[src/rtl/pllchk_pkg.sv]
// Shared types and helpers for the PLLE2 divided-clock frequency checker.
package pllchk_pkg;

  typedef enum logic [2:0] {IDLE, SETTLE, MEASURE, EVAL, REPORT} state_t;

  localparam int DEF_CNT_W   = 16;
  localparam int BOUND_VEC_W = 1024;

  // Bound vectors are zero-extended to BOUND_VEC_W so one function serves any N_CH/CNT_W.
  function automatic logic [31:0] bound_field(input logic [BOUND_VEC_W-1:0] vec,
                                              input int idx, input int width);
    logic [31:0] mask;
    mask = (width >= 32) ? '1 : ((32'd1 << width) - 32'd1);
    return 32'(vec >> (idx * width)) & mask;
  endfunction

endpackage

[src/rtl/pllchk_edge_cnt.sv]
// One monitored tap: 2-flop synchroniser, rising-edge detect and saturating edge counter.
module pllchk_edge_cnt
  import pllchk_pkg::*;
#(
  parameter int CNT_W = DEF_CNT_W
) (
  input  logic             clk,
  input  logic             rst_n,
  input  logic             tap,
  input  logic             clr,
  input  logic             en,
  output logic [CNT_W-1:0] cnt
);

  logic sync1, sync2, prev;

  always_ff @(posedge clk) begin
    if (!rst_n) begin
      sync1 <= 1'b0;
      sync2 <= 1'b0;
      prev  <= 1'b0;
      cnt   <= '0;
    end else begin
      sync1 <= tap;
      sync2 <= sync1;
      prev  <= sync2;
      if (clr)
        cnt <= '0;
      else if (en && sync2 && !prev && cnt != '1)
        cnt <= cnt + 1'b1;
    end
  end

endmodule

[config.mk]
export PLATFORM = sky130hd
export DESIGN_NAME = pllchk_edge_cnt
export DESIGN_NICKNAME = d
export VERILOG_FILES = /design/src/rtl/pllchk_pkg.sv /design/src/rtl/pllchk_edge_cnt.sv
export SDC_FILE = /design/constraint.sdc
export NUM_CORES = 1
export LEC_CHECK = 0
export BUFFER_PORTS_ARGS = -buffer_cell sky130_fd_sc_hd__buf_2
export CAP_MARGIN = 20
export CORE_ASPECT_RATIO = 1.2
export CORE_MARGIN = 3
export CORE_UTILIZATION = 35
export CTS_BUF_LIST = sky130_fd_sc_hd__clkbuf_2 sky130_fd_sc_hd__clkbuf_4 sky130_fd_sc_hd__clkbuf_8
export DETAILED_ROUTE_END_ITERATION = 8
export PLACE_DENSITY = 0.54
export SETUP_SLACK_MARGIN = 0.3
export SYNTH_ARGS = -nofsm -noshare
export SYNTH_HDL_FRONTEND = slang
export SYNTH_SLANG_ARGS = --single-unit
[constraint.sdc]
create_clock -name clk -period 1.9 [get_ports clk]
set_input_delay 0.095 -clock clk [delete_from_list [all_inputs] [get_ports clk]]
set_output_delay 0.095 -clock clk [all_outputs]
set_load 0.1 [all_outputs]
==> flow_summary.json <==
{
  "clock_skew_ns": 0.00883,
  "finalNetCount": 163,
  "fp.coreArea_sq_um": 2580,
  "intPower_w": 0.000487,
  "netlist_top_cells_count": "dfxtp_1 (19), a21oi_1 (11), nand2_1 (7), nand4_1 (7)",
  "p_per_area_nw_per_um2": 437,
  "grt_max_degree": 12,
  "syn_avg_cell_area_sq_um": 8.54,
  "p_comb_share_pct": 4.8,
  "hold_viol": 0,
  "ff2ff_setup_slack_ns": 0.20,
  "die_area_sq_um": 3420,
  "drv_cap": 0,
  "synth_cells": 113,
  "path_buf_inv": 0,
  "antenna_found_initial": 0,
  "synth-async-reset-ratio_pct": 0,
  "cts-root-buf": "clkbuf_4",
  "power_w": 0.000631,
  "r2r-start": "prev",
  "start_util_pct": 37.4,
  "final_cell_area_sq_um": 1440,
  "switching_power_w": 0.000144,
  "status": "complete, no violations",
  "dieWidth_um": 53.9,
  "drt_iter0_drc": 21,
  "worstMarginPinSlew_ns": 0.636,
  "drc_errors": 0,
  "crit_end": "cnt[15]",
  "synthTopCellsByArea": "dfxtp_1 (39%), a21oi_1 (5.7%), nand4_1 (4.5%)",
  "seq_area_frac_synth_pct": 39.4,
  "cts.clk_slew.worst_paths_ns": 0.10,
  "hp-class": "input port to flip-flop",
  "insertion_delay_ns": 0.30,
  "rows": 20,
  "critPathLaunch": "prev",
  "track_usage_pct": 16.2,
  "p_seq_share_pct": 60.2,
  "power_frac_clock_pct": 35.0,
  "yosys.area.top_type": "dfxtp_1",
  "yosys_most_used_dff": "dfxtp_1",
  "report.final.setup_viol": 0,
  "max_slew_margin_pct": 57.5,
  "synth_nets": 119,
  "min_period_over_period_pct": 89.4,
  "synth_edf_count": 0,
  "synth_top_area_share_pct": 39.4,
  "cts.sinks": 19,
  "cts_buffers": 3,
  "portBuffers": 20,
  "cts_buffer_depth": 2,
  "critical-path-top-delay-family": "simple AND/OR/NAND/NOR gates",
  "min_path_cells": 2,
  "end_kind": "flip-flop",
  "fmax_mhz": 589,
  "rsz0062_at_grt": "true",
  "place_congestion": 0.745,
  "r2r_cells": 4,
  "grt_overflow_total": 0,
  "synth_seq_cells": 19,
  "drv_slew": 0,
  "placed_area_sq_um": 1190,
  "crit_required_ns": 2.13,
  "first_pass_iters": 4,
  "ios": 21,
  "vias": 1011,
  "arrival_ns": 1.93,
  "routed_wl_um": 2640,
  "cp_slowest_cell": "or4_4",
  "grt_pass1_wl_um": 4180,
  "antenna_cells": 0,
  "layout-drive-gt1-share_pct": 55.8,
  "place_hpwl_um": 1700,
  "ant_nets": 0,
  "yosysMostFrequentCell": "dfxtp_1",
  "die_h_um": 63.5,
  "r2r_end": "cnt[15]",
  "grt_pass1_vias": 941,
  "startpoint_type": "flip-flop",
  "cp_max_fo": 5,
  "ir_drop_mv": 0.360,
  "cts_tree": "yes",
  "p_leak_nw": 0.555,
  "crit_type": "flip-flop to flip-flop",
  "routedWlPerCell_um": 14.0,
  "period_needed_ns": 1.70,
  "area_growth_pct": 49.7,
  "yosysUniqueCellTypes": 33,
  "cp_num_cells": 4,
  "yosysWarnings": 0,
  "crit_chain": "nand3b_4 > or4_4 > nor4_1 > mux2i_1",
  "cts.htree.levels": 1,
  "synth.cell_area_sq_um": 965,
  "sw_frac_of_total_pct": 22.8,
  "slowest_delay_ns": 0.59,
  "via_per_inst": 5.35
}
-- layer usage --
metal  vias up  wire length [um]  track usage, %
li1        517                 -               -
met1       472              1180            19.8
met2        20              1350            27.9
met3         2                86            2.84
met4         0                21            4.79
met5         -                 0               0
-- kinds of logic (layout without fill, tap and decap cells) --
group,count (synthesis),in the layout,synth area share [%]
simple gates,58,58,37.2
buf+inv,8,51,3.89
compound gates,25,25,16.1
fa+ha+maj,1,1,1.30
flops,19,19,39.4
mux,2,2,2.08
-- metrics by stage --
stage | cells | TNS, ns | hold WS [ns] | utilization (%) | worst slack (ns)
final | 189 | 0 | 0.0497 | 56.0 | 0.202
after CTS | 180 | 0 | 0.0421 | 51.3 | 0.219
after floorplan | 113 | -0.0397 | 0.217 | - | -0.0199
after global routing | 189 | 0 | 0.0473 | 56.0 | 0.134
after detailed placement | 164 | 0 | 0.306 | 46.1 | 0.132
after global placement | 164 | 0 | 0.305 | 46.1 | 0.158
-- timing repair --
action	4_1_cts	5_1_grt
hold endpoints to repair	1	0
pin swaps	7	8
endpoints found under the setup margin	7	11
cloned	0	1
hold buffers	1	0
resized for setup	4	13
buffers inserted	11	8
-- worst reg2reg max path: cells and delay by family (launching register included) --
family	cells	cell delay [ns]
DFF	1	0.33
muxes	1	0.21
and+or+nand+nor	3	1.09
-- final cells by class --
| class | count | area (sq um) |
|---|---|---|
| multi-input combinational | 86 | 638 |
| fill | 246 | 1130 |
| sequential | 19 | 443 |
| inverter | 3 | 11.3 |
| clock buffer | 4 | 30.0 |
| timing repair buffer | 44 | 280 |
| tap | 33 | 41.3 |
-- power groups by stage --
stage | clock [W] | sequential [W] | combinational, W
2_1_floorplan | 0 | 0.000393 | 0.0000142
4_1_cts | 0.000233 | 0.000382 | 0.0000290
3_5_place_dp | 0 | 0.000391 | 0.0000244
5_1_grt | 0.000255 | 0.000381 | 0.0000334
6_report | 0.000221 | 0.000380 | 0.0000302
3_3_place_gp | 0 | 0.000391 | 0.0000238
-- placed cells by master, fill, tap and decap left out, types with 2 or more instances in the layout --
master    netlist  routed
buf_4           0      22
buf_2           0      21
dfxtp_4         0      16
a21oi_1        11       9
nand4_1         7       7
nand2_1         7       5
nor3_1          5       5
o21ai_0         4       4
nand2b_1        4       4
o31ai_1         5       4
nor2_1          4       4
nand3_1         5       4
clkbuf_4        0       4
or3_4           0       3
or4_1           5       3
inv_1           3       3
or4_4           1       3
nand2_2         0       2
or2_2           2       2
a21oi_2         0       2
nor4_2          0       2
or3_1           4       2
mux2i_1         2       2
and2_1          2       2
dfxtp_2         0       2
-- flip-flops by register name, summed over array words and instances (netlist names) --
signal,count
cnt,16
prev,1
sync1,1
sync2,1
-- how the worst min path moves through the flow --
stage                     start    end  slack [ns]
final                     rst_n  sync2        0.05
after global routing      rst_n  sync2        0.05
after CTS                 rst_n  sync1        0.04
after detailed placement    tap  sync1        0.31
after global placement      tap  sync1        0.30
after floorplan           rst_n  sync1        0.22
No activity file was read; power rests on OpenSTA's default activity.
